**src/rtl/alu_pkg.sv**
```systemverilog
// Shared ALU encodings, flag positions and the mul/div sequencer state type.
package alu_pkg;

   localparam logic [1:0] ALU_ADD = 2'b00;
   localparam logic [1:0] ALU_SUB = 2'b01;
   localparam logic [1:0] ALU_AND = 2'b10;
   localparam logic [1:0] ALU_ORR = 2'b11;

   localparam int FLAG_N = 3;
   localparam int FLAG_Z = 2;
   localparam int FLAG_C = 1;
   localparam int FLAG_V = 0;

   typedef enum logic [1:0] {
      S_IDLE = 2'd0,
      S_RUN  = 2'd1,
      S_DONE = 2'd2
   } seq_state_t;

endpackage

```
**src/rtl/alu_muldiv_seq.sv**
```systemverilog
// Multi-cycle MUL / UDIV sequencer that borrows the shared ALU for one add or subtract per cycle.
//   state  | meaning
//   S_IDLE | ALU released to execute stage, waiting for start
//   S_RUN  | 32 shift-add (MUL) or restoring-divide (UDIV) iterations
//   S_DONE | one-cycle done pulse, result/remainder valid
module alu_muldiv_seq
   import alu_pkg::*;
#(
   parameter int DATA_W = 32,
   parameter int CNT_W  = 5
) (
   input  logic              clk,
   input  logic              reset,
   input  logic              start,
   input  logic              op,
   input  logic [DATA_W-1:0] opa,
   input  logic [DATA_W-1:0] opb,
   output logic              busy,
   output logic              done,
   output logic [DATA_W-1:0] result,
   output logic [DATA_W-1:0] remainder,
   output logic              div_by_zero,
   output logic [1:0]        alu_ctrl,
   output logic [DATA_W-1:0] alu_a,
   output logic [DATA_W-1:0] alu_b,
   input  logic [DATA_W-1:0] alu_result,
   input  logic [3:0]        alu_flags
);

   seq_state_t        r_state;
   seq_state_t        w_state_nxt;
   logic              r_op;
   logic [DATA_W-1:0] r_acc;
   logic [DATA_W-1:0] r_mcand;
   logic [DATA_W-1:0] r_mplier;
   logic [DATA_W-1:0] r_result;
   logic [DATA_W-1:0] r_remainder;
   logic              r_dbz;
   logic [CNT_W-1:0]  r_cnt;

   logic              w_accept;
   logic              w_dbz_req;
   logic              w_last;
   logic              w_qbit;
   logic [DATA_W-1:0] w_rs;
   logic [DATA_W-1:0] w_acc_nxt;
   logic [DATA_W-1:0] w_mcand_nxt;
   logic [DATA_W-1:0] w_mplier_nxt;

   // r_acc doubles as partial product / partial remainder; r_mplier as multiplier / quotient.
   assign w_accept  = (r_state == S_IDLE) && start;
   assign w_dbz_req = op && (opb == '0);
   assign w_last    = (r_cnt == CNT_W'(DATA_W - 1));
   assign w_rs      = {r_acc[DATA_W-2:0], r_mplier[DATA_W-1]};
   // A set R[31] means the shifted remainder is 33 bits wide and always exceeds the divisor.
   assign w_qbit    = r_acc[DATA_W-1] | alu_flags[FLAG_C];

   always_ff @(posedge clk or negedge reset) begin
      if (!reset) r_state <= S_IDLE;
      else        r_state <= w_state_nxt;
   end

   always_comb begin
      w_state_nxt = r_state;
      case (r_state)
         S_IDLE:  if (start) w_state_nxt = w_dbz_req ? S_DONE : S_RUN;
         S_RUN:   if (w_last) w_state_nxt = S_DONE;
         S_DONE:  w_state_nxt = S_IDLE;
         default: w_state_nxt = S_IDLE;
      endcase
   end

   always_comb begin
      alu_ctrl = ALU_ADD;
      alu_a    = '0;
      alu_b    = '0;
      if (r_state == S_RUN) begin
         alu_ctrl = r_op ? ALU_SUB : ALU_ADD;
         alu_a    = r_op ? w_rs : r_acc;
         alu_b    = r_mcand;
      end
   end

   always_comb begin
      w_acc_nxt    = r_acc;
      w_mcand_nxt  = r_mcand;
      w_mplier_nxt = r_mplier;
      if (r_op) begin
         w_acc_nxt    = w_qbit ? alu_result : w_rs;
         w_mplier_nxt = {r_mplier[DATA_W-2:0], w_qbit};
      end else begin
         w_acc_nxt    = r_mplier[0] ? alu_result : r_acc;
         w_mcand_nxt  = r_mcand << 1;
         w_mplier_nxt = r_mplier >> 1;
      end
   end

   always_ff @(posedge clk or negedge reset) begin
      if (!reset) begin
         r_op        <= 1'b0;
         r_acc       <= '0;
         r_mcand     <= '0;
         r_mplier    <= '0;
         r_result    <= '0;
         r_remainder <= '0;
         r_dbz       <= 1'b0;
         r_cnt       <= '0;
      end else if (w_accept) begin
         r_op     <= op;
         r_acc    <= '0;
         r_mcand  <= op ? opb : opa;
         r_mplier <= op ? opa : opb;
         r_cnt    <= '0;
         r_dbz    <= w_dbz_req;
         if (w_dbz_req) begin
            r_result    <= '1;
            r_remainder <= opa;
         end
      end else if (r_state == S_RUN) begin
         r_acc    <= w_acc_nxt;
         r_mcand  <= w_mcand_nxt;
         r_mplier <= w_mplier_nxt;
         r_cnt    <= r_cnt + CNT_W'(1);
         if (w_last) begin
            r_result    <= r_op ? w_mplier_nxt : w_acc_nxt;
            r_remainder <= r_op ? w_acc_nxt : '0;
         end
      end
   end

   assign busy        = (r_state != S_IDLE);
   assign done        = (r_state == S_DONE);
   assign result      = r_result;
   assign remainder   = r_remainder;
   assign div_by_zero = r_dbz;

endmodule

```
**config.mk**
```make
export PLATFORM = sky130hd
export DESIGN_NAME = alu_muldiv_seq
export DESIGN_NICKNAME = d
export VERILOG_FILES = /design/src/rtl/alu_pkg.sv /design/src/rtl/alu_muldiv_seq.sv
export SDC_FILE = /design/constraint.sdc
export NUM_CORES = 1
export LEC_CHECK = 0
export CORE_MARGIN = 2
export CORE_UTILIZATION = 40
export CTS_CLUSTER_SIZE = 10
export DETAILED_ROUTE_END_ITERATION = 16
export PLACE_DENSITY = 0.75
export SYNTH_ARGS = -nofsm -noshare
export SYNTH_HDL_FRONTEND = slang
export SYNTH_SLANG_ARGS = --single-unit
```
**constraint.sdc**
```tcl
create_clock -name clk -period 4.95 [get_ports clk]
set_input_delay 0.99 -clock clk [delete_from_list [all_inputs] [get_ports clk]]
set_output_delay 0.99 -clock clk [all_outputs]
set_load 0.02 [all_outputs]
```
# Word level (Yosys, flattened, before mapping)
# Index checks and enable logic that the tools add are counted.
# classes
addsub,1
n_eq_ne,7
n_mux,34
bitwise_logic,1
reduce_logical,10
# op_table
op,n
32-bit two-way mux,26
32-bit logical NOT,1
5-bit two-way mux,2
2-bit two-way mux,3
2-bit nonzero test,3
5-bit by 1-bit adder with 5-bit output (second input constant),1
5-bit equality test (second input constant),1
2-bit by 1-bit != test with 1-bit output (second input constant),2
2-bit != test (second input constant),2
2-bit case mux with 2 select lines,1
2-bit AND reduction,2
3-bit AND reduction,1
2-bit by 1-bit equality test with 1-bit output (second input constant),1
2-bit equality test (second input constant),1
1-bit logical AND,2
2-bit logical NOT,1
1-bit two-way mux,2
1-bit OR,1
# word_totals
regBits,169
in_bits,104

# Depth between registers and ports, before layout
# Gate-level depths: netlist of the first run.
# logic_depth
word_depth,7
mapped_depth,8
ltp_nobuf,6

# Worst setup path before layout of the first run
# No wires, ideal clock.
# synth_path
kind,register -> output
from,reg r_op
to,out alu_a[10]
t_arrival_ns,1.763
t_required_ns,3.960
slack_ns,2.197
stages_incl_launch_ff,7
path_buffers,4
cell_sequence,dfrtp_1 -> buf_2 -> buf_1 -> clkbuf_1 -> buf_2 -> mux2i_1 -> nor2_1
# synth_between
elab_chain_cells,2
# synth_rtl
element,line,source
"start, declared",alu_muldiv_seq.sv:32,logic r_op;
"start signal, assigned",alu_muldiv_seq.sv:109,r_op <= op;
32-bit two-way mux,alu_muldiv_seq.sv:79,alu_a = r_op ? w_rs : r_acc;
32-bit two-way mux,alu_muldiv_seq.sv:77,if (r_state == S_RUN) begin
"end, declared",alu_muldiv_seq.sv:24,"output logic [DATA_W-1:0] alu_a,"
# No other way between the ends.

# Worst setup path after layout of the first run
# layout_path
from,reg r_op
to,out alu_ctrl[0]
# layout_between
elab_chain_cells,2
# layout_rtl
element,line,source
1-bit two-way mux,alu_muldiv_seq.sv:78,alu_ctrl = r_op ? ALU_SUB : ALU_ADD;
1-bit two-way mux,alu_muldiv_seq.sv:77,
"end, declared",alu_muldiv_seq.sv:23,"output logic [1:0] alu_ctrl,"
# No other way between the ends.

==> reports/qor.txt, run 1 <==
TIMING
----------------------------------------------------------------------------------
Final worst path period share                                                74.1%
Minimum clock period after layout                                          3670 ps
Finish-stage setup viols                                                         0
Measured slew at the worst slew-check pin                                  1170 ps
Hold Worst Slack                                                            480 ps
Max Clk Rate                                                               273 MHz
Clock tree skew after final layout                                         10.9 ps
Final TNS setup                                                               0 ps
Pins over their slew limit                                                       0
Setup WS post-layout                                                       1280 ps
RSZ-0062 raised after global routing                                         false
Slew headroom                                                                22.0%
Count of endpoints failing hold in the final timing report                       0

DIE
----------------------------------------------------------------------------------
Overall die area                                                        27600 um^2
Initial core utilization                                                     40.5%
Horizontal die dimension                                                    166 um
Row count                                                                       59
Overall die height                                                          166 um
Core area                                                               26000 um^2
IO Pins                                                                        237

SYNTH
----------------------------------------------------------------------------------
Post-Syn Nets                                                                 1316
Count of distinct cell types in the synthesized netlist                         51
Number of enable flip-flop cells after synthesis                                 0
Compound-cell area share of the yosys netlist                                24.8%
Netlist area before placement                                           10500 um^2
Multiplexer fraction of the synthesized cell area                            11.8%
Area share of fa/ha/maj cells after synthesis                               0.238%
Share of flip-flops with an asynchronous set or reset                         100%
Number of storage elements in the synthesis netlist                            169
Top FF cell, synth                                                    sky130_fd_sc_hd__dfrtp_1
Post-Synth Simple-Gate Area                                                  16.6%
Mean instance size in the synthesized netlist                            8.70 um^2
Synthesized-area fraction occupied by xor and xnor cells                   0.0832%
Sequential-to-total area share from yosys stat                               40.2%
Dominant combinational cell family by area after synthesis            compound AO/OA/AOI/OAI gates
Synth Warn #                                                                     0
Synthesized netlist cell count                                                1210

PWR
----------------------------------------------------------------------------------
Sequential share of power                                                    30.4%
Worst-case vdd ir drop                                                      395 uV
Power share of the clock group                                               16.9%
Leak Pwr                                                                   5.81 nW
Power dissipated by switching net loads                                    4.03 mW
Power density normalized to cell area                                  681 nW/um^2
Comb power frac                                                              52.7%
P_int                                                                      5.28 mW
Sw Share                                                                     43.3%
Power after layout                                                         9.30 mW

CLOCK NETWORK
----------------------------------------------------------------------------------
Setup Buffers After CTS                                                          0
Worst-skew pair later-pin latency                                           430 ps
# H-tree levels                                                                  4
CTS Hold Buffers Added                                                           0
Clock transition at path regs                                                70 ps
Total CTS buffers                                                               17
Clock tree root driver cell                                           sky130_fd_sc_hd__clkbuf_16
Clock sink count                                                               169
Resize count post-CTS                                                            0
Buffer levels on the longest clock path                                          2
CTS tree                                                                       yes

ROUTING
----------------------------------------------------------------------------------
Vias after detailed routing                                                  10119
DRT Wirelength                                                             36.9 mm
Antenna viol nets, final                                                         0
Average detailed-routed wire length per instance                           21.6 um
Average vias per placed instance                                              5.91
DR DRC count                                                                     0
First-pass iteration count of the detailed router                                5
Detailed router's first-iteration violation count                              807

PLACE
----------------------------------------------------------------------------------
DP Area                                                                 13000 um^2
Worst setup slack before clock tree synthesis                              1170 ps
Routability congestion estimate from global placement                        0.865
Sum of net half-perimeters after detailed placement                        26.1 mm
Count of buffers from port buffering                                           232

WORST SETUP PATH
----------------------------------------------------------------------------------
CP Data Arrival Time                                                       2680 ps
Kind of start point of the critical path                                 flip-flop
Largest fanout on the critical path                                             65
Required time of the worst setup path                                      3960 ps
Critical Path End Type                                                  output pin
Critical path class                                                   flip-flop to output pin

FINISH
----------------------------------------------------------------------------------
Area occupied by registers                                               4230 um^2
Number of diodes                                                                 0
Share of final-layout standard cells stronger than drive strength 1          9.22%
Most common cell after layout, fill and taps aside                    sky130_fd_sc_hd__clkdlybuf4s50_1
Post-Layout Inst Area                                                   13700 um^2
Most frequent cells in the layout                                     sky130_fd_sc_hd__clkdlybuf4s50_1, sky130_fd_sc_hd__dfrtp_1, sky130_fd_sc_hd__nor2_1
Filler Cell Count                                                             2396
Area taken by multi-input logic gates                                    5680 um^2
Relative area change from synthesis to final layout                          29.7%
Final net count                                                               1470

OUTCOME
----------------------------------------------------------------------------------
Run status                                                            finished clean

JOB
----------------------------------------------------------------------------------
Max-capacitance violation count                                                  0

MIN PATH
----------------------------------------------------------------------------------
Worst Hold Class                                                      flip-flop to flip-flop

GLOBAL ROUTING
----------------------------------------------------------------------------------
Via count of the first global-routing pass                                    9522
Overflow left after global routing                                               0
Initial antenna violation count                                                  0
Overall fraction of global-route tracks in use                               26.3%
Wire length of the first global-routing pass                               57.0 mm
Largest net degree at the start of global routing                               99

[worst max-delay path: stages (launching register included)]
cell	delay, ps
sky130_fd_sc_hd__dfrtp_4	990
sky130_fd_sc_hd__clkinv_1	220
sky130_fd_sc_hd__nor2_1	300
sky130_fd_sc_hd__clkdlybuf4s50_1	670
[cells in the mapped netlist (20+ instances only)]
library cell	instances	area share, %
sky130_fd_sc_hd__dfrtp_1	169	40
sky130_fd_sc_hd__nand2_1	113	4.0
sky130_fd_sc_hd__nor2_1	149	5.3
sky130_fd_sc_hd__a21oi_1	93	4.4
sky130_fd_sc_hd__mux2i_1	122	12
sky130_fd_sc_hd__clkbuf_1	77	2.7
sky130_fd_sc_hd__a221oi_2	32	4.6
sky130_fd_sc_hd__inv_1	43	1.5
sky130_fd_sc_hd__o21ai_0	123	5.8
sky130_fd_sc_hd__and2_1	33	2.0
sky130_fd_sc_hd__buf_1	20	0.71
sky130_fd_sc_hd__nand3_1	20	0.95
[sequential cells by signal, indices dropped and copies added, names as in the netlist]
| name | cells |
|---|---|
| result | 32 |
| r_mcand | 32 |
| div_by_zero | 1 |
| r_state | 2 |
| r_cnt | 5 |
| r_op | 1 |
| remainder | 32 |
| r_acc | 32 |
| r_mplier | 32 |
[worst paths after layout]
kind	slack, ps	end	start	cells after the start
max reg2reg	1660	result[6]	r_state[0]	6
min in group asynchronous	630	r_mcand[3]	reset	1
min	480	r_mcand[31]	r_mcand[31]	2
max in group asynchronous	3250	remainder[13]	reset	2
min reg2reg	480	r_mcand[31]	r_mcand[31]	2
max	1280	alu_ctrl[0]	r_op	3
[power by group through the flow]
| stage | Combinational [mW] | Clock (mW) | Sequential (mW) |
|---|---|---|---|
| after global routing | 5.30 | 1.64 | 2.90 |
| after CTS | 4.89 | 1.58 | 2.80 |
| final | 4.90 | 1.58 | 2.83 |
| after global placement | 4.76 | 0 | 2.79 |
| after detailed placement | 4.87 | 0 | 2.82 |
| after floorplan | 2.87 | 0 | 2.76 |
[kinds of logic after synthesis]
kind of cell	count (synthesis)
AO/OA/AOI/OAI	373
XOR/XNOR	1
adder cells (fa/ha/maj)	2
buffers and inverters	161
flip-flops	169
multiplexers	124
other	1
AND/OR/NAND/NOR	379
[metal layers]
metal | routed length [um] | track usage [%] | share of wire [%] | up-vias
li1 | - | - | - | 4638
met1 | 17300 | 40.1 | 47 | 4881
met3 | 3440 | 6.55 | 9.3 | 37
met2 | 15400 | 37.0 | 42 | 563
met5 | 0 | 0 | 0 | -
met4 | 768 | 6.97 | 2.1 | 0
[metrics by stage]
stage	util (%)	std cells
final	52.6	1712
after global placement	49.9	1680
after detailed placement	49.9	1680
after global routing	52.6	1712
after CTS	52.6	1712
after floorplan	-	1210
[cell type report]
type	count	area share, %
inverter	44	1.21
timing repair buffer	252	18.1
tap	335	3.07
sequential	169	31.0
clock buffer	19	3.32
multi-input combinational	880	41.6
clock inverter	13	1.75
Power figures use the tool's default switching activity.
==> inputs of run 2 (changes only) <==
- clock period: 4.95 -> 3.7 ns (I/O delays scaled with it)
==> run 2 against run 1 <==
Global-route usage decreased by 0.27 points. Die area unchanged. Cell count increased by 0.47%. Non-clock buffer count increased by 7. Critical path depth unchanged. Clock skew decreased by 0.52 ps. First-iteration DRC count increased by 17%. Power increased by 32%. Sequential share of layout area decreased by 0.13 points.
==> reports/qor.txt, run 2 (synthesis gave the netlist of run 1 again) <==
OUTCOME
----------------------------------------------------------------------------------
Run status                                                            finished clean

ROUTING
----------------------------------------------------------------------------------
DR DRC count                                                                     0
Detailed router's first-iteration violation count                              947
DRT Wirelength                                                             36.9 mm
Average vias per placed instance                                              5.93
Vias after detailed routing                                                  10201
Antenna viol nets, final                                                         0
Average detailed-routed wire length per instance                           21.5 um
First-pass iteration count of the detailed router                                7

GLOBAL ROUTING
----------------------------------------------------------------------------------
Overflow left after global routing                                               0
Overall fraction of global-route tracks in use                               26.0%
Initial antenna violation count                                                  1
Wire length of the first global-routing pass                               56.4 mm
Largest net degree at the start of global routing                               82
Via count of the first global-routing pass                                    9440

PWR
----------------------------------------------------------------------------------
Power density normalized to cell area                                  894 nW/um^2
Leak Pwr                                                                   5.82 nW
Power share of the clock group                                               15.7%
Power dissipated by switching net loads                                    5.35 mW
Comb power frac                                                              53.8%
Sw Share                                                                     43.6%
Worst-case vdd ir drop                                                      548 uV
Sequential share of power                                                    30.5%
P_int                                                                      6.92 mW

FINISH
----------------------------------------------------------------------------------
Most common cell after layout, fill and taps aside                    sky130_fd_sc_hd__clkdlybuf4s50_1
Relative area change from synthesis to final layout                          30.3%
Post-Layout Inst Area                                                   13700 um^2
Share of final-layout standard cells stronger than drive strength 1          9.54%
Most frequent cells in the layout                                     sky130_fd_sc_hd__clkdlybuf4s50_1, sky130_fd_sc_hd__dfrtp_1, sky130_fd_sc_hd__nor2_1
Filler Cell Count                                                             2392
Final net count                                                               1477
Number of standard cells in the layout, taps in and fillers out               1720

TIMING
----------------------------------------------------------------------------------
Clock tree skew after final layout                                         10.4 ps
Slew headroom                                                                29.4%
Pins over their slew limit                                                       0
Final worst path period share                                                87.3%
RSZ-0062 raised after global routing                                         false
Minimum clock period after layout                                          3230 ps
Max Clk Rate                                                               310 MHz
Count of endpoints failing hold in the final timing report                       0
Measured slew at the worst slew-check pin                                  1060 ps
Finish-stage setup viols                                                         0
Final TNS setup                                                               0 ps

DIE
----------------------------------------------------------------------------------
IO Pins                                                                        237
Core area                                                               26000 um^2
Overall die height                                                          166 um
Horizontal die dimension                                                    166 um
Overall die area                                                        27600 um^2
Row count                                                                       59
Initial core utilization                                                     40.5%

WORST SETUP PATH
----------------------------------------------------------------------------------
Worst Setup SP                                                                r_op
CP Data Arrival Time                                                       2490 ps
Required time of the worst setup path                                      2960 ps
Kind of start point of the critical path                                 flip-flop
Critical path class                                                   flip-flop to output pin
Reg-to-Reg Start                                                        r_state[0]
Critical Path End Type                                                  output pin
R2r endpoint                                                            result[20]
Reg-to-reg setup timing slack                                               910 ps
Worst setup endpoint                                                   alu_ctrl[0]
Largest fanout on the critical path                                             54
Depth of the most critical reg-to-reg path                                       6

CLOCK NETWORK
----------------------------------------------------------------------------------
CTS tree                                                                       yes
Setup Buffers After CTS                                                          0
Clock sink count                                                               169
Total CTS buffers                                                               17
Buffer levels on the longest clock path                                          2
Resize count post-CTS                                                            0
CTS Hold Buffers Added                                                           0
Clock tree root driver cell                                           sky130_fd_sc_hd__clkbuf_16
Worst-skew pair later-pin latency                                           440 ps
# H-tree levels                                                                  4
Clock transition at path regs                                                70 ps

PLACE
----------------------------------------------------------------------------------
Count of buffers from port buffering                                           232
Sum of net half-perimeters after detailed placement                        26.3 mm
DP Area                                                                 13100 um^2
Cell Count Post-Placement                                                     1687
Routability congestion estimate from global placement                        0.860

MIN PATH
----------------------------------------------------------------------------------
Worst Hold Class                                                      input port to async pin

JOB
----------------------------------------------------------------------------------
Max-capacitance violation count                                                  0

run 2: worst min path at each step:
stage | cells after the start | to | from
6_report | 1 | r_mcand[31] | reset
5_1_grt | 1 | r_mcand[31] | reset
4_1_cts | 1 | r_mcand[31] | reset
3_5_place_dp | 2 | r_mcand[31] | r_mcand[31]
3_3_place_gp | 2 | r_mcand[31] | r_mcand[31]
2_1_floorplan | 0 | div_by_zero | reset
run 2: layer usage:
layer / wire length [um] / GRT usage (%)
met1: 17100 / 39.8
met2: 15600 / 37.2
met3: 3410 / 5.60
met4: 774 / 6.86
met5: 13 / 0
run 2: worst max-delay path: stages, from the launching register on:
cell and delay [ps]:
sky130_fd_sc_hd__dfrtp_4 920, sky130_fd_sc_hd__clkinv_1 200, sky130_fd_sc_hd__nor2_1 240, sky130_fd_sc_hd__clkdlybuf4s50_1 690
run 2: cell type report:
class,count,area [um^2],share of cell area (%)
multi-input cells,880,5680,41.4
clock inverters,12,174,1.27
clock buffers,20,447,3.26
inverters,44,165,1.20
repair buffers,259,2600,18.9
well taps,335,419,3.05
diodes,1,2.50,0.0182
flip-flops and latches,169,4230,30.9
run 2: metrics by stage:
step / total power [mW] / hold slack [ps] / setup slack (ps) / util, %
floorplan: 7.54 / 442 / 1200 / -
global placement: 10.1 / 462 / 482 / 50.4
detailed placement: 10.3 / 473 / 460 / 50.4
CTS: 12.2 / 406 / 478 / 52.8
global route: 13.0 / 426 / 345 / 52.8
finish: 12.3 / 354 / 469 / 52.8
run 2: power by group through the flow:
stage | Sequential [mW] | Combinational (mW) | Clock, mW
floorplan | 3.69 | 3.84 | 0
global placement | 3.70 | 6.41 | 0
detailed placement | 3.74 | 6.54 | 0
CTS | 3.71 | 6.57 | 1.93
global route | 3.84 | 7.14 | 2.01
finish | 3.74 | 6.60 | 1.92
==> inputs of run 3 (changes only) <==
- CAP_MARGIN: unset -> 10
- GPL_TIMING_DRIVEN: unset -> 0
==> run 3 against run 2 <==
Worst setup slack worse by 350 ps. Sequential power down 3%. Clock power down 3%. First-iteration DRC count up 10%. Clock skew about the same. Register-to-register slack about the same. Die area unchanged. Maximum frequency down 9.8%. Non-clock buffer count up 89. Cell count up 5.0%. Sequential share of layout area down 0.45 points. Largest cell class unchanged.
==> reports/qor.txt, run 3 (synthesis gave the netlist of run 1 again) <==
ROUTING
----------------------------------------------------------------------------------
DR DRC count                                                                     0
First-pass iteration count of the detailed router                                5
Antenna viol nets, final                                                         0
Vias after detailed routing                                                  10846
Average detailed-routed wire length per instance                           23.6 um
Detailed router's first-iteration violation count                             1043
DRT Wirelength                                                             42.6 mm
Average vias per placed instance                                              6.01

GLOBAL ROUTING
----------------------------------------------------------------------------------
Wire length of the first global-routing pass                               63.4 mm
Global Route met2 Usage                                                      45.8%
Overall fraction of global-route tracks in use                               30.0%
Largest net degree at the start of global routing                               93
Initial antenna violation count                                                  0
Met1 demand-to-capacity share in global routing                              40.9%
GRT busiest layer                                                             met2
Overflow left after global routing                                               0
Via count of the first global-routing pass                                   10351
Grt met3 use                                                                 7.48%

PLACE
----------------------------------------------------------------------------------
Count of buffers from port buffering                                           230
Cell Count Post-Placement                                                     1776
DP Area                                                                 13300 um^2
Sum of net half-perimeters after detailed placement                        33.3 mm
Routability congestion estimate from global placement                        0.951

TIMING
----------------------------------------------------------------------------------
Minimum clock period after layout                                          3580 ps
Count of endpoints failing hold in the final timing report                       0
Measured slew at the worst slew-check pin                                  1010 ps
RSZ-0062 raised after global routing                                         false
Finish-stage setup viols                                                         0
Clock tree skew after final layout                                         10.5 ps
Max Clk Rate                                                               279 MHz
Slew headroom                                                                32.1%
Pins over their slew limit                                                       0
Final worst path period share                                                96.8%

DIE
----------------------------------------------------------------------------------
IO Pins                                                                        237
Core area                                                               26000 um^2
Horizontal die dimension                                                    166 um
Overall die area                                                        27600 um^2
Overall die height                                                          166 um
Initial core utilization                                                     40.5%
Row count                                                                       59

CLOCK NETWORK
----------------------------------------------------------------------------------
CTS Hold Buffers Added                                                           0
Clock sink count                                                               169
Clock transition at path regs                                                70 ps
Setup Buffers After CTS                                                          0
# H-tree levels                                                                  4
Total CTS buffers                                                               17
Buffer levels on the longest clock path                                          2
Clock tree root driver cell                                           sky130_fd_sc_hd__clkbuf_16
Worst-skew pair later-pin latency                                           440 ps
CTS tree                                                                       yes

WORST SETUP PATH
----------------------------------------------------------------------------------
Largest fanout on the critical path                                             10
Kind of start point of the critical path                                 flip-flop
Critical path class                                                   flip-flop to output pin
R2r endpoint                                                             result[6]
Required time of the worst setup path                                      2960 ps
Reg-to-Reg Start                                                          r_cnt[0]
Critical Path End Type                                                  output pin
Reg-to-reg setup timing slack                                               920 ps
CP Data Arrival Time                                                       2840 ps
Depth of the most critical reg-to-reg path                                       8

FINISH
----------------------------------------------------------------------------------
Relative area change from synthesis to final layout                          32.1%
Final net count                                                               1566
Number of diodes                                                                 0
Area taken by multi-input logic gates                                    5650 um^2
Share of final-layout standard cells stronger than drive strength 1          8.50%
Most frequent cells in the layout                                     sky130_fd_sc_hd__clkdlybuf4s50_1, sky130_fd_sc_hd__dfrtp_1, sky130_fd_sc_hd__nor2_1
Filler Cell Count                                                             2434
Area occupied by registers                                               4230 um^2
Post-Layout Inst Area                                                   13900 um^2
Number of standard cells in the layout, taps in and fillers out               1806
Most common cell after layout, fill and taps aside                    sky130_fd_sc_hd__clkdlybuf4s50_1

PWR
----------------------------------------------------------------------------------
Power density normalized to cell area                                  911 nW/um^2
Worst-case vdd ir drop                                                      499 uV
Power after layout                                                         12.7 mW
Leak Pwr                                                                   5.86 nW

MIN PATH
----------------------------------------------------------------------------------
Worst Hold Class                                                      input port to async pin

JOB
----------------------------------------------------------------------------------
Max-capacitance violation count                                                  0

OUTCOME
----------------------------------------------------------------------------------
Run status                                                            finished clean

## run 3: changes by cell type in the layout (fill, tap and decap cells not counted), sizes merged
| cell | previous run | this run |
|---|---|---|
| buf | 29 | 37 |
| bufinv | 4 | 3 |
| clkbuf | 20 | 101 |
| clkdlybuf4s50 | 230 | 229 |
| clkinv | 5 | 3 |
| clkinvlp | 4 | 6 |
| diode | 1 | 0 |
## run 3: final cells by class
| type | instances | area share (%) |
|---|---|---|
| clock inverters | 11 | 1.07 |
| inverters | 44 | 1.19 |
| flip-flops and latches | 169 | 30.4 |
| repair buffers | 231 | 16.8 |
| well taps | 335 | 3.01 |
| multi-input cells | 880 | 40.6 |
| clock buffers | 19 | 3.26 |
| plain buffers | 117 | 3.68 |
## run 3: how the worst max path moves through the flow
stage / start / endpoint / slack (ps) / cells after the start
final: r_op / alu_a[31] / 120 / 6
after floorplan: r_op / alu_a[10] / 1200 / 6
after CTS: r_op / alu_a[31] / 10 / 6
after detailed placement: r_op / alu_a[10] / -170 / 7
after global placement: reset / r_acc[17] / -5200 / 1
after global routing: r_op / alu_a[24] / 40 / 7
## run 3: power by group
part           switching, mW  total, mW  leakage [nW]  internal (mW)
sequential             0.897       3.63          2.11           2.73
combinational           4.07       7.18          3.48           3.11
clock                  0.784       1.87         0.275           1.09
total                   5.75       12.7          5.86           6.92
## run 3: critical path, cell delays in order, from the launching register on
cell	delay [ps]
sky130_fd_sc_hd__dfrtp_1	320
sky130_fd_sc_hd__buf_2	250
sky130_fd_sc_hd__clkbuf_2	340
sky130_fd_sc_hd__buf_1	460
sky130_fd_sc_hd__mux2i_1	140
sky130_fd_sc_hd__nor2_1	220
sky130_fd_sc_hd__clkdlybuf4s50_1	660
## run 3: repair_timing
item                       4_1_cts  5_1_grt
setup endpoints to repair       36       41
gates resized for setup          5       11
pin swaps                        0        0
## run 3: through the flow
stage / hold WS (ps) / utilization, % / TNS (ps) / setup slack, ps
global placement: 461 / 51.0 / -877750 / -5200
CTS: 307 / 53.5 / 0 / 11.7
finish: 288 / 53.5 / 0 / 118
global route: 328 / 53.5 / 0 / 38.6
floorplan: 442 / - / 0 / 1200
detailed placement: 469 / 51.1 / -3360 / -166
## run 3: routing by layer
layer | vias up | part of all wire (%)
li1 | 4823 | -
met1 | 5222 | 41
met2 | 715 | 44
met3 | 86 | 11
met4 | 0 | 3.9
met5 | - | 0
